`src/rtl/branch_predictor_gshare.sv`:
```
// ---------------------------------------------------------------------------
// branch_predictor_gshare
//   Gshare/bimodal branch direction predictor built on a table of saturating
//   counters, a global history register (GHR) and a mispredict counter.
//   After reset or flush the table is swept to weakly-not-taken, one entry per
//   cycle, before predictions are served.
//
// Ports
//   clk             clock, rising-edge
//   rst_n           asynchronous active-low reset
//   flush           synchronous re-initialisation request
//   lookup_valid    prediction request
//   lookup_pc       low PC bits of the branch
//   pred_taken      predicted direction (0 while not ready)
//   pred_idx        table index used for this lookup
//   pred_ghr        GHR before this lookup (checkpoint)
//   ready           high once the table sweep has completed
//   upd_valid       branch resolution
//   upd_idx         index to train (pred_idx of that branch)
//   upd_taken       resolved outcome
//   upd_mispredict  resolved outcome differed from prediction
//   upd_ghr         checkpoint returned with the resolution
//   mispred_cnt     saturating count of accepted mispredicts
// ---------------------------------------------------------------------------
module branch_predictor_gshare #(
  parameter int unsigned IDX_W     = 5,
  parameter int unsigned CTR_W     = 2,
  parameter int unsigned HIST_W    = 5,
  parameter int unsigned GSHARE_EN = 1
) (
  input  logic              clk,
  input  logic              rst_n,
  input  logic              flush,
  input  logic              lookup_valid,
  input  logic [IDX_W-1:0]  lookup_pc,
  output logic              pred_taken,
  output logic [IDX_W-1:0]  pred_idx,
  output logic [HIST_W-1:0] pred_ghr,
  output logic              ready,
  input  logic              upd_valid,
  input  logic [IDX_W-1:0]  upd_idx,
  input  logic              upd_taken,
  input  logic              upd_mispredict,
  input  logic [HIST_W-1:0] upd_ghr,
  output logic [15:0]       mispred_cnt
);

  localparam int unsigned    ENTRIES = 1 << IDX_W;
  localparam logic [CTR_W-1:0] WNT   = {1'b0, {(CTR_W-1){1'b1}}};
  localparam logic [CTR_W-1:0] CMAX  = '1;

  typedef enum logic {ST_INIT, ST_RUN} state_t;

  state_t            r_state;
  state_t            w_state_nxt;
  logic [IDX_W-1:0]  r_init_ptr;
  logic [HIST_W-1:0] r_ghr;
  logic [15:0]       r_mispred_cnt;
  logic [CTR_W-1:0]  r_table [ENTRIES];

  logic [IDX_W-1:0]  w_idx;
  logic              w_pred_taken;
  logic              w_lookup_acc;
  logic              w_upd_acc;
  logic [HIST_W-1:0] w_ghr_shift;
  logic [HIST_W-1:0] w_ghr_repair;
  logic [CTR_W-1:0]  w_ctr_old;
  logic [CTR_W-1:0]  w_ctr_new;

  // ---------------- FSM: state register ----------------
  always_ff @(posedge clk or negedge rst_n) begin
    if (!rst_n) r_state <= ST_INIT;
    else        r_state <= w_state_nxt;
  end

  // ---------------- FSM: next state ----------------
  always_comb begin
    w_state_nxt = r_state;
    if (flush) begin
      w_state_nxt = ST_INIT;
    end else if (r_state == ST_INIT && (&r_init_ptr)) begin
      w_state_nxt = ST_RUN;
    end
  end

  // ---------------- FSM: outputs ----------------
  always_comb begin
    ready = (r_state == ST_RUN);
  end

  // ---------------- lookup path ----------------
  always_comb begin
    w_idx = lookup_pc;
    if (GSHARE_EN != 0) w_idx = lookup_pc ^ IDX_W'(r_ghr);
  end

  assign w_pred_taken = ready & r_table[w_idx][CTR_W-1];
  assign pred_taken   = w_pred_taken;
  assign pred_idx     = w_idx;
  assign pred_ghr     = r_ghr;
  assign mispred_cnt  = r_mispred_cnt;

  // flush blocks acceptance so it wins over same-cycle traffic
  assign w_lookup_acc = lookup_valid & ready & ~flush;
  assign w_upd_acc    = upd_valid & ready & ~flush;

  // Truncating casts keep the newest HIST_W bits; this also covers HIST_W=1
  assign w_ghr_shift  = HIST_W'({r_ghr, w_pred_taken});
  assign w_ghr_repair = HIST_W'({upd_ghr, upd_taken});

  // ---------------- counter update ----------------
  assign w_ctr_old = r_table[upd_idx];

  always_comb begin
    w_ctr_new = w_ctr_old;
    if (upd_taken) begin
      if (w_ctr_old != CMAX) w_ctr_new = w_ctr_old + CTR_W'(1);
    end else begin
      if (w_ctr_old != '0)   w_ctr_new = w_ctr_old - CTR_W'(1);
    end
  end

  // ---------------- init pointer ----------------
  always_ff @(posedge clk or negedge rst_n) begin
    if (!rst_n) begin
      r_init_ptr <= '0;
    end else if (flush) begin
      r_init_ptr <= '0;
    end else if (r_state == ST_INIT) begin
      r_init_ptr <= r_init_ptr + IDX_W'(1);
    end
  end

  // ---------------- global history ----------------
  always_ff @(posedge clk or negedge rst_n) begin
    if (!rst_n) begin
      r_ghr <= '0;
    end else if (flush) begin
      r_ghr <= '0;
    end else if (w_upd_acc && upd_mispredict) begin
      r_ghr <= w_ghr_repair;
    end else if (w_lookup_acc) begin
      r_ghr <= w_ghr_shift;
    end
  end

  // ---------------- mispredict counter ----------------
  always_ff @(posedge clk or negedge rst_n) begin
    if (!rst_n) begin
      r_mispred_cnt <= '0;
    end else if (w_upd_acc && upd_mispredict && (r_mispred_cnt != '1)) begin
      r_mispred_cnt <= r_mispred_cnt + 16'd1;
    end
  end

  // ---------------- counter table (no reset; swept in INIT) ----------------
  always_ff @(posedge clk) begin
    if (!flush) begin
      if (r_state == ST_INIT) begin
        r_table[r_init_ptr] <= WNT;
      end else if (w_upd_acc) begin
        r_table[upd_idx] <= w_ctr_new;
      end
    end
  end

endmodule

```
`config.mk`:
```
export PLATFORM = sky130hd
export DESIGN_NAME = branch_predictor_gshare
export DESIGN_NICKNAME = d
export VERILOG_FILES = /design/src/rtl/branch_predictor_gshare.sv
export SDC_FILE = /design/constraint.sdc
export NUM_CORES = 1
export LEC_CHECK = 0
export CAP_MARGIN = 20
export CORE_ASPECT_RATIO = 1.75
export CORE_UTILIZATION = 56
export CTS_CLUSTER_DIAMETER = 200
export DETAILED_ROUTE_END_ITERATION = 10
export PLACE_DENSITY_LB_ADDON = 0.15
export RECOVER_POWER = 100
export SYNTH_ARGS = -nofsm -noshare
export SYNTH_HDL_FRONTEND = slang
export SYNTH_SLANG_ARGS = --single-unit
```
`constraint.sdc`:
```
create_clock -name clk -period 3.35 [get_ports clk]
set_input_delay 0.5025 -clock clk [delete_from_list [all_inputs] [get_ports clk]]
set_output_delay 0.5025 -clock clk [all_outputs]
set_load 0.03 [all_outputs]
```
-- Word-level counts from Yosys, hierarchy flattened
Memories as Yosys holds them, arrays and structs flattened.
Index checks and enable logic that the tools add are counted.
- reduce and logical (&&, ||, !) cells: 8
- eq/ne operators: 3
- $add $sub $neg: 4
- mux-type cells: 20
- bitwise gates (word level): 8
- operators by type and width (operator ; count):
    5-bit 2-to-1 mux ; 6
    16-bit by 1-bit adder with 16-bit output, second input constant ; 1
    16-bit != test, second input constant ; 1
    1-bit 2-to-1 mux ; 10
    2-bit 2-to-1 mux ; 4
    5-bit by 1-bit adder with 5-bit output, second input constant ; 1
    1-bit AND ; 5
    5-bit AND reduction ; 1
    5-bit XOR ; 1
    2-bit != test, second input constant ; 2
    2-bit nonzero test ; 2
    1-bit logical AND ; 3
    3-bit nonzero test ; 1
    2-bit by 1-bit adder with 2-bit output, second input constant ; 1
    1-bit inverter ; 2
    2-bit OR reduction ; 1
    2-bit by 1-bit subtractor with 2-bit output, second input constant ; 1
- output and inout port bits: 28
- memories: 1
- word-level logic and storage cells: 48
- bits in writable memories: 64
- bits of input ports: 22
- flip-flop bits (word level): 27
- memories (memory ; words ; width ; read ports ; clocked after Yosys merged registers in ; wr ports ; line ; RTL):
    r_table ; 32 ; 2 ; 2 ; 0 ; 1 ; 59 ; logic [CTR_W-1:0] r_table [ENTRIES];

-- Depth between registers and ports, before layout
Gate-level depths: netlist (run 1).
- depth after elaboration: 8
- gate-level depth with buffers: 8
- depth with buffers taken out: 7

-- Least setup slack after synthesis (run 1)
OpenSTA, ideal clock, no wires.
- kind: input to register
- start point: in upd_idx[0]
- end point: mem r_table[0][0] (data pin)
- path slack: 230 ps
- library setup time: 362 ps
- required time: 2988 ps
- arrival: 2759 ps
- stages on the path: 8
- path buffers: 2
- path through: buf_2 > buf_6 > mux4_2 > mux2i_1 > mux2i_1 > mux2i_1 > a21oi_1 > o21ai_1
- cells in the longest elaborated chain, start to end: 5
- elaborated cells between the ends (all ways): 9
- classes of those cells: add/sub (2); eq/ne (1); mux (4); reduce/logical (1); memory (1)
- RTL lines (item ; line ; RTL):
    from (decl) ; 41 ; input logic [IDX_W-1:0] upd_idx,
    memory 32 x 2 bit * ; - ;
    2-bit by 1-bit subtractor with 2-bit output (tied with other cells) ; 119 ; if (w_ctr_old != '0) w_ctr_new = w_ctr_old - CTR_W'(1);
    2-bit 2-to-1 mux, on equally long branches ; 119, 117 ;
    2-bit 2-to-1 mux * ; 116 ; if (upd_taken) begin
    2-bit 2-to-1 mux (no source line) * ; - ;
    to (decl) ; 59 ;
Every way passes the cells marked *; elsewhere a longest branch is shown, timed or not.

-- Final worst setup path (run 1)
- start point: in lookup_pc[1]
- end point: out pred_taken
- cells in the longest elaborated chain, start to end: 3
- RTL lines (item ; line ; RTL):
    from (decl) ; 35 ; input logic [IDX_W-1:0] lookup_pc,
    5-bit XOR ; 94 ; if (GSHARE_EN != 0) w_idx = lookup_pc ^ IDX_W'(r_ghr);
    memory 32 x 2 bit ; - ;
    1-bit AND ; 97 ; assign w_pred_taken = ready & r_table[w_idx][CTR_W-1];
    to (decl) ; 36 ; output logic pred_taken,
Every way passes these cells.

==> results of run 1 <==
## stage by stage
step / std cells / setup WS (ns) / power, W / area (sq um)
after floorplan: 315 / 0.230 / 0.00133 / 4560
after global placement: 458 / -0.427 / 0.00141 / 5230
after detailed placement: 458 / -0.431 / 0.00141 / 5230
after CTS: 478 / 0.0948 / 0.00250 / 5590
after global routing: 479 / 0.0308 / 0.00255 / 5570
final: 479 / 0.148 / 0.00248 / 5570
## logic make-up (layout without fill, tap and decap cells)
kind of cell	count (synthesis)	count (layout)	synth area share
xor gates and xnor gates	22	22	0.0563
buffers and inverters	13	87	0.0184
muxes	52	52	0.188
and+or+nand+nor	113	113	0.124
AOI/OAI and AO/OA	21	21	0.0346
adders and majority gates	3	3	0.00824
DFF	91	91	0.570
## cell type report
class	count	area (sq um)
clock buffers	9	225
clock inverters	7	98.8
fillers	585	2340
inverters	2	7.51
multi-input cells	211	1850
flip-flops and latches	91	2600
well taps	90	113
repair buffers	69	678
## path summary, 6_finish.rpt
| path | endpoint | start | cells after the start | slack [ns] |
|---|---|---|---|---|
| max in group asynchronous | mispred_cnt[10] | rst_n | 2 | 1.42 |
| setup / recovery | pred_taken | lookup_pc[1] | 8 | 0.15 |
| hold reg to reg | mispred_cnt[10] | mispred_cnt[10] | 1 | 0.50 |
| setup reg to reg | mispred_cnt[15] | ready | 6 | 0.53 |
| hold / removal | mispred_cnt[10] | mispred_cnt[10] | 1 | 0.50 |
| min in group asynchronous | mispred_cnt[0] | rst_n | 2 | 1.05 |
## critical path, delay by kind of cell
kind | cells | cell delay (ns)
compound gates | 2 | 0.38
xor+xnor | 1 | 0.20
buf+inv | 2 | 0.73
mux | 2 | 0.80
simple gates | 1 | 0.08
## synthesized netlist by cell type, types with 4 or more instances
cell      instances  area share
mux2i_1          24       0.053
nand2_1          32       0.026
and3_1            4      0.0055
nand3_1           5      0.0055
xor2_1            9       0.017
o21ai_0           6      0.0066
nor2_1           43       0.035
mux4_1            8       0.046
mux4_2           16       0.079
edfxtp_1         64        0.42
dfrtp_1          27        0.15
xnor2_1           9       0.017
a21oi_1           4      0.0044
nand4_1           4      0.0055
mux2_2            4      0.0099
## per-layer routing
metal | track usage | vias to the layer above | routed length, microns
li1 | - | 1327 | -
met1 | 0.284 | 1436 | 3650
met2 | 0.445 | 88 | 5390
met3 | 0.0341 | 33 | 342
met4 | 0.188 | 0 | 536
met5 | 0 | - | 0
## registers in the layout (all words and copies together) (netlist names)
| name | cells |
|---|---|
| mispred_cnt | 16 |
| pred_ghr | 5 |
| r_table | 64 |
| r_init_ptr | 5 |
| ready | 1 |
## power by group through the flow
stage	registers [W]	clock network, W	logic, W
3_5_place_dp	0.00123	0	0.000182
2_1_floorplan	0.00123	0	0.0000964
3_3_place_gp	0.00123	0	0.000178
6_report	0.00121	0.00109	0.000178
5_1_grt	0.00121	0.00114	0.000193
4_1_cts	0.00121	0.00111	0.000186
## timing repair
item                       in CTS  in global routing
gates resized for setup         7                  0
setup endpoints to repair       1                  0
buffers inserted                4                  0
## cell usage in the layout (no fill, tap or decap), types with 5 or more instances in the layout
master           count
mux2i_1             23
buf_4               13
nor2_1              43
mux4_2              16
dlygate4sd3_1       30
nand2_1             32
nand3_1              5
clkbuf_16            9
xnor2_1              9
clkdlybuf4s50_1     16
edfxtp_1            64
o21ai_0              7
mux4_1               8
xor2_1               9
dfrtp_1             27
==> results.cfg, run 1 <==
[final_layout]
drive_gt1_frac = 0.172
final_util = 0.704
diodes = 0
area_growth_pct = 22.3
nNetsFinal = 409

[global_routing]
antenna_found_initial = 0
grt_pass1_wl_mm = 16.0
grt_pass1_vias = 3050
grt_start_max_net_pins = 33
grt-ovfl-total = 0
grt_usage = 0.257

[die]
die_w_microns = 70.2
initial_utilization = 0.576
core_region_area_sq_um = 7910
num_rows = 43
dieArea_sq_um = 8510
die_h_microns = 121
io_pins = 50

[route]
first_pass_iters = 4
wl_mm = 9.92
via_count = 2884
drc = 0
viasPerCell = 6.02
wl_per_cell_microns = 20.7
drtAntennaViolNets = 0
drt_iter0_drc = 183

[cts]
clk_pin_slew_ns = 0.06
cts-root-buf = clkbuf_16
htree_levels = 3
cts_tree = built
clk_latency_ns = 0.35
cts_hold_buf = 0
cts_buffers = 9
cts_sinks = 91
cts_buffer_depth = 2

[yosys]
yosysUniqueCellTypes = 53
synth_edf_count = 64
syn_area_sq_um = 4560
yosysWarningCount = 0
postSynthAreaPerCell_sq_um = 14.5
netlist_instances = 315
synthArstFlopShare = 0.297
ys_seq_area_frac = 0.570
synth_flop_cell = edfxtp_1
synth_seq_cells = 91
syn-num-nets = 340

[pwr]
power_leakage_nw = 2.29
switching_power_w = 0.000527
comb_power_share = 0.072
pwr_density_cell_nw_per_um2 = 444
pwr-share-seq = 0.488
power.share.clock = 0.440
swShare = 0.213
internal-power_w = 0.00195
vdd_drop_max_mv = 0.571

[timing]
fin_hold_ws_ns = 0.495
fmax_mhz = 312
clock_skew_ns = 0.00894
fin_crit_ns = 3.20
slew_viol_final = 0
period_share = 0.956
final-setup-viol-count = 0
slew_headroom = 0.00520
hold_viol = 0
fin_setup_tns_ns = 0
rsz0062_at_grt = no
worstMarginPinSlew_ns = 1.49

[placed_design]
place_congestion = 0.864
port-buffer-count = 48
dp.final_hpwl_mm = 7.37

[setup_path]
cp_cell_sequence = clkdlybuf4s50_1 > xor2_4 > mux4_1 > mux2i_2 > o22ai_2 > a311oi_2 > nor2b_1 > buf_2
cp-end-kind = primary output
crit_type = input port to primary output
cp.arrival_ns = 2.70
crit_fanout = 3
cp-start-kind = input port
cp.required_ns = 2.85
slowest_stage = mux4_1
cp_slowest_stage_delay_ns = 0.58

[min_path]
min_path_type = flop to flop

[status]
status = complete, no violations

[run]
cap_violations = 0
(Power assumes the default switching activity.)
==> run 2: changes to the inputs <==
--- a/config.mk
+++ b/config.mk
@@ -7,11 +7,13 @@
 export LEC_CHECK = 0
 export CAP_MARGIN = 20
 export CORE_ASPECT_RATIO = 1.75
+export CORE_MARGIN = 2
 export CORE_UTILIZATION = 56
 export CTS_CLUSTER_DIAMETER = 200
 export DETAILED_ROUTE_END_ITERATION = 10
-export PLACE_DENSITY_LB_ADDON = 0.15
+export PLACE_DENSITY = 0.8
 export RECOVER_POWER = 100
+export SKIP_CTS_REPAIR_TIMING = 1
 export SYNTH_ARGS = -nofsm -noshare
 export SYNTH_HDL_FRONTEND = slang
 export SYNTH_SLANG_ARGS = --single-unit
==> run 2 against run 1 <==
Compared with the run above:
- wire length about the same
- flip-flop and latch count unchanged
- combinational power decreased by 6%
- clock power decreased by 9%
- largest power group unchanged
==> results.cfg, run 2 (synthesis gave the netlist of run 1 again) <==
[status]
status = complete, no violations

[global_routing]
grt_usage = 0.238
antenna_found_initial = 0
grt-ovfl-total = 0
grt_start_max_net_pins = 33
grt_pass1_wl_mm = 15.2
grt_pass1_vias = 2947

[route]
drc = 0
first_pass_iters = 5
via_count = 2882
wl_mm = 9.91
drt_iter0_drc = 142
drtAntennaViolNets = 0
viasPerCell = 6.11
wl_per_cell_microns = 21.0

[cts]
htree_levels = 3
cts_buffer_depth = 2
clk_latency_ns = 0.34
clk_pin_slew_ns = 0.06
cts-root-buf = clkbuf_16
cts_sinks = 91
cts_buffers = 9
cts_tree = built

[placed_design]
dp_slack_ns = -0.375
dpl.cell_count = 454
postPlaceCellArea_sq_um = 5170
place_congestion = 0.928
dp.final_hpwl_mm = 7.44
port-buffer-count = 48

[timing]
final-setup-viol-count = 0
fmax_mhz = 316
hold_viol = 0
rsz0062_at_grt = no
clock_skew_ns = 0.0101
fin_ws_ns = 0.182
fin_hold_ws_ns = 0.500
slew_viol_final = 0
fin_crit_ns = 3.17
slew_headroom = 0.0402
period_share = 0.946
worstMarginPinSlew_ns = 1.44

[die]
die_h_microns = 123
core_region_area_sq_um = 7910
dieArea_sq_um = 8900
die_w_microns = 72.2
initial_utilization = 0.576
io_pins = 50
num_rows = 43

[final_layout]
layout_commonest_cell = edfxtp_1
fin_cells = 472
nFillCells = 555
largest_register_ffs = 64
top_register = r_table
area_growth_pct = 19.0
nNetsFinal = 402
diodes = 0
layout_common_cells = edfxtp_1 (64), nor2_1 (43), nand2_1 (32)
drive_gt1_frac = 0.152
design_area_sq_um = 5420

[setup_path]
slowest_stage = mux4_1
reg2reg_from = ready
reg2reg_depth = 6
r2r-end = mispred_cnt[9]
cp_slowest_stage_delay_ns = 0.54
cp-end-kind = primary output
cp_cell_sequence = xor2_2 > buf_4 > mux4_1 > mux2i_1 > nor3_2 > a311oi_2 > nor2b_1 > clkbuf_2
cp.required_ns = 2.85
crit_fanout = 5
cp.arrival_ns = 2.67
cp-start-kind = flop
r2r_slack_ns = 0.29
crit_type = flop to primary output

[pwr]
vdd_drop_max_mv = 0.487
pwr_density_cell_nw_per_um2 = 436
power_leakage_nw = 2.22
report.power.total_w = 0.00236

[min_path]
hold_start = mispred_cnt[10]
whs_endpoint = mispred_cnt[10]
holdPathStages = 1
min_path_type = flop to flop

[run]
cap_violations = 0
## run 2: worst max-delay path by stage
stage,start,endpoint,depth (start not counted)
final,pred_ghr[0],pred_taken,8
after global routing,pred_ghr[0],pred_taken,8
after CTS,lookup_pc[0],pred_taken,9
after detailed placement,lookup_pc[0],pred_taken,8
after global placement,lookup_pc[0],pred_taken,9
after floorplan,upd_idx[0],r_table[0][0],8
## run 2: power by group
part	switching, W	total, W	internal, W
sequential	0.00000758	0.00121	0.00120
combinational	0.0000882	0.000168	0.0000798
clock	0.000412	0.000987	0.000575
total	0.000508	0.00236	0.00186
## run 2: final cells by class
class                   instances  area [sq um]  share of cell area
inverters                       2          7.51             0.00139
flip-flops and latches         91          2600               0.479
repair buffers                 62           583               0.108
clock inverters                 7          67.6              0.0125
multi-input cells             211          1830               0.337
clock buffers                   9           225              0.0416
well taps                      90           113              0.0208
## run 2: layer usage
metal / GRT usage / vias up / share of wire
met2: 0.443 / 114 / 0.56
met1: 0.248 / 1435 / 0.35
met4: 0.107 / 0 / 0.034
met3: 0.0538 / 26 / 0.055
li1: - / 1307 / -
met5: 0 / - / 0
## run 2: stage by stage
step / util / TNS (ns)
6_report: 0.685 / 0
5_1_grt: 0.685 / 0
4_1_cts: 0.691 / -0.393
2_1_floorplan: - / 0
3_5_place_dp: 0.654 / -0.375
3_3_place_gp: 0.654 / -0.350
## run 2: critical path, delay by kind of cell, from the launching register on
family,cells,cell delay (ns)
AO/OA/AOI/OAI,1,0.30
XOR/XNOR,1,0.35
buffers and inverters,2,0.39
flip-flops,1,0.43
multiplexers,2,0.72
AND/OR/NAND/NOR,2,0.14
==> run 3: changes to the inputs <==
--- a/config.mk
+++ b/config.mk
@@ -5,13 +5,14 @@
 export SDC_FILE = /design/constraint.sdc
 export NUM_CORES = 1
 export LEC_CHECK = 0
+export ABC_AREA = 1
 export CAP_MARGIN = 20
 export CORE_ASPECT_RATIO = 1.75
 export CORE_MARGIN = 2
-export CORE_UTILIZATION = 56
+export CORE_UTILIZATION = 60
 export CTS_CLUSTER_DIAMETER = 200
 export DETAILED_ROUTE_END_ITERATION = 10
-export PLACE_DENSITY = 0.8
+export PLACE_DENSITY = 0.85
 export RECOVER_POWER = 100
 export SKIP_CTS_REPAIR_TIMING = 1
 export SYNTH_ARGS = -nofsm -noshare
==> constraint.sdc (replaced) <==
create_clock -name clk -period 3.8 [get_ports clk]
set_input_delay 0.57 -clock clk [delete_from_list [all_inputs] [get_ports clk]]
set_output_delay 0.57 -clock clk [all_outputs]
set_load 0.03 [all_outputs]
==> run 3 against run 2 <==
Compared with the run above:
- critical path depth increased by 2
- global-route usage up 6.5 points
- utilization up 3.4 points
- sequential power decreased by 12%
- total power is 12% lower
- largest power group unchanged
- worst setup slack better by 0.047 ns
- hold slack improved by 0.019 ns
- sequential share of layout area rose by 0.12 points
==> results.cfg, run 3 <==
[cts]
cts_sinks = 91
clk_latency_ns = 0.34
htree_levels = 3
cts_buffer_depth = 2
cts-root-buf = clkbuf_16
cts_buffers = 9
clk_pin_slew_ns = 0.06
cts_tree = built

[placed_design]
dp.final_hpwl_mm = 8.74
dp_slack_ns = 0.362
place_congestion = 0.990
port-buffer-count = 48

[setup_path]
path_delay_family = buffers and inverters
crit_fanout = 9
cp-start-kind = input port
cp_cell_sequence = clkdlybuf4s50_1 > xor2_1 > nand3_1 > nand3_1 > nand3_1 > nand2_1 > nand2_1 > nand3_1 > inv_1 > clkdlybuf4s50_1
slowest_stage = xor2_1
cp_slowest_stage_delay_ns = 0.65
cp.required_ns = 3.23
crit_path_frequent_cell = nand3_1
cp.arrival_ns = 3.00
crit_type = input port to primary output
path_buf_inv = 3
cp-end-kind = primary output

[yosys]
synthArstFlopShare = 0.297
synth_seq_cells = 91
postSynthAreaPerCell_sq_um = 9.10
synth_compound_area_frac = 0.0797
synth_top_family_by_area = simple AND/OR/NAND/NOR gates
synth_xor_area_frac = 0.0396
synth_top_cell_by_area = edfxtp_1
synth.area.mux_share = 0.00217
syn-num-nets = 532
synth_edf_count = 64
synth-simple-area-share = 0.259
ys_seq_area_frac = 0.563
yosysUniqueCellTypes = 33
ys_top_cells_by_count = nand2_1 (112), nor2_1 (74), edfxtp_1 (64), nand3_1 (64), o21ai_0 (38)
synthTopCellsByArea = edfxtp_1 (42%), dfrtp_1 (15%), nand2_1 (9.1%)
netlist_instances = 507
yosysWarningCount = 0
synth_flop_cell = edfxtp_1
syn_area_sq_um = 4620
yosysMostFrequentCell = nand2_1
post-synth-top-area-fraction = 0.416
yosys.area_share.adder = 0.00813

[timing]
fmax_mhz = 280
worstMarginPinSlew_ns = 1.50
fin_setup_tns_ns = 0
slew_headroom = 0.00283
final-setup-viol-count = 0
fin_ws_ns = 0.228
slew_viol_final = 0
hold_viol = 0
period_share = 0.940
rsz0062_at_grt = no
fin_crit_ns = 3.57
clock_skew_ns = 0.00975

[global_routing]
grt_pass1_vias = 4066
antenna_found_initial = 0
grt_pass1_wl_mm = 19.4
grt_start_max_net_pins = 34
grt-ovfl-total = 0
grt_usage = 0.303

[final_layout]
area_growth_pct = 17.1
layout_common_cells = nand2_1 (116), nor2_1 (77), nand3_1 (64), edfxtp_1 (64), o21ai_0 (39)
nNetsFinal = 586
nFillCells = 542
drive_gt1_frac = 0.0495
largest_register_ffs = 64
layout_commonest_cell = nand2_1
diodes = 0
top_register = r_table

[pwr]
power_leakage_nw = 2.24
pwr_density_cell_nw_per_um2 = 385
vdd_drop_max_mv = 0.300

[run]
cap_violations = 0

[die]
num_rows = 42
die_w_microns = 70.3
dieArea_sq_um = 8440
initial_utilization = 0.614
io_pins = 50
die_h_microns = 120
core_region_area_sq_um = 7510

[route]
wl_per_cell_microns = 18.8
drt_iter0_drc = 467
drc = 0
viasPerCell = 6.14
drtAntennaViolNets = 0
first_pass_iters = 5
via_count = 4016
wl_mm = 12.3

[status]
status = complete, no violations

[min_path]
min_path_type = flop to flop
-- run 3: changes by cell type after synthesis, sizes merged, moves of 4 or more --
| cell | previous run | this run |
|---|---|---|
| inv | 2 | 40 |
| mux2 | 4 | 0 |
| o21ai | 9 | 39 |
| and3 | 4 | 0 |
| xor2 | 13 | 9 |
| nand2 | 32 | 119 |
| nor3 | 3 | 7 |
| o221ai | 0 | 9 |
| nor2 | 43 | 78 |
| mux2i | 24 | 1 |
| mux4 | 24 | 0 |
| nand3 | 5 | 64 |
| a21oi | 4 | 9 |
-- run 3: per-layer routing --
metal | track usage | routed length (microns)
met3 | 0.0445 | 925
met1 | 0.329 | 4140
met2 | 0.538 | 6540
met5 | 0 | 0
met4 | 0.197 | 706
-- run 3: logic make-up after synthesis --
kind of cell	count (synthesis)
buf+inv	55
simple gates	273
xor+xnor	20
fa+ha+maj	3
flops	91
mux	1
compound gates	64
-- run 3: worst paths after layout --
path | startpoint | to | slack, ns | cells after the start
max | lookup_pc[1] | pred_taken | 0.23 | 10
min reg2reg | mispred_cnt[15] | mispred_cnt[15] | 0.52 | 2
max in group asynchronous | rst_n | pred_ghr[0] | 1.79 | 2
max reg2reg | ready | mispred_cnt[9] | 0.91 | 11
min | mispred_cnt[15] | mispred_cnt[15] | 0.52 | 2
min in group asynchronous | rst_n | mispred_cnt[0] | 1.13 | 2
-- run 3: through the flow --
stage	utilization	area, sq um	std cells	hold slack, ns	total power, W
2_1_floorplan	-	4620	507	0.274	0.00119
3_3_place_gp	0.692	5200	638	0.504	0.00126
3_5_place_dp	0.692	5200	638	0.502	0.00127
4_1_cts	0.729	5480	654	0.521	0.00209
5_1_grt	0.719	5410	654	0.541	0.00214
6_report	0.719	5410	654	0.519	0.00208
-- run 3: final cells by class --
type | count | area [sq um] | share of cell area
clock buffers | 11 | 243 | 0.0449
clock inverters | 5 | 37.5 | 0.00694
inverters | 41 | 154 | 0.0285
multi-input cells | 361 | 1730 | 0.319
flip-flops and latches | 91 | 2600 | 0.480
well taps | 88 | 110 | 0.0204
repair buffers | 57 | 538 | 0.0995
-- run 3: where the power goes --
part           switching (W)  total, W  internal [W]
clock               0.000369  0.000833      0.000464
sequential        0.00000581   0.00107       0.00106
combinational       0.000120  0.000184     0.0000640
total               0.000495   0.00208       0.00159
-- run 3: worst register-to-register path, stage by stage (launching register included) --
cell	delay, ns
dfrtp_1	0.47
inv_2	0.10
nor2_1	0.13
nand2_1	0.18
nor2_1	0.38
nand2_1	0.34
nor3_1	0.45
nand2_2	0.07
nor2_1	0.20
nand2_1	0.16
o21ai_0	0.20
nand2_1	0.09
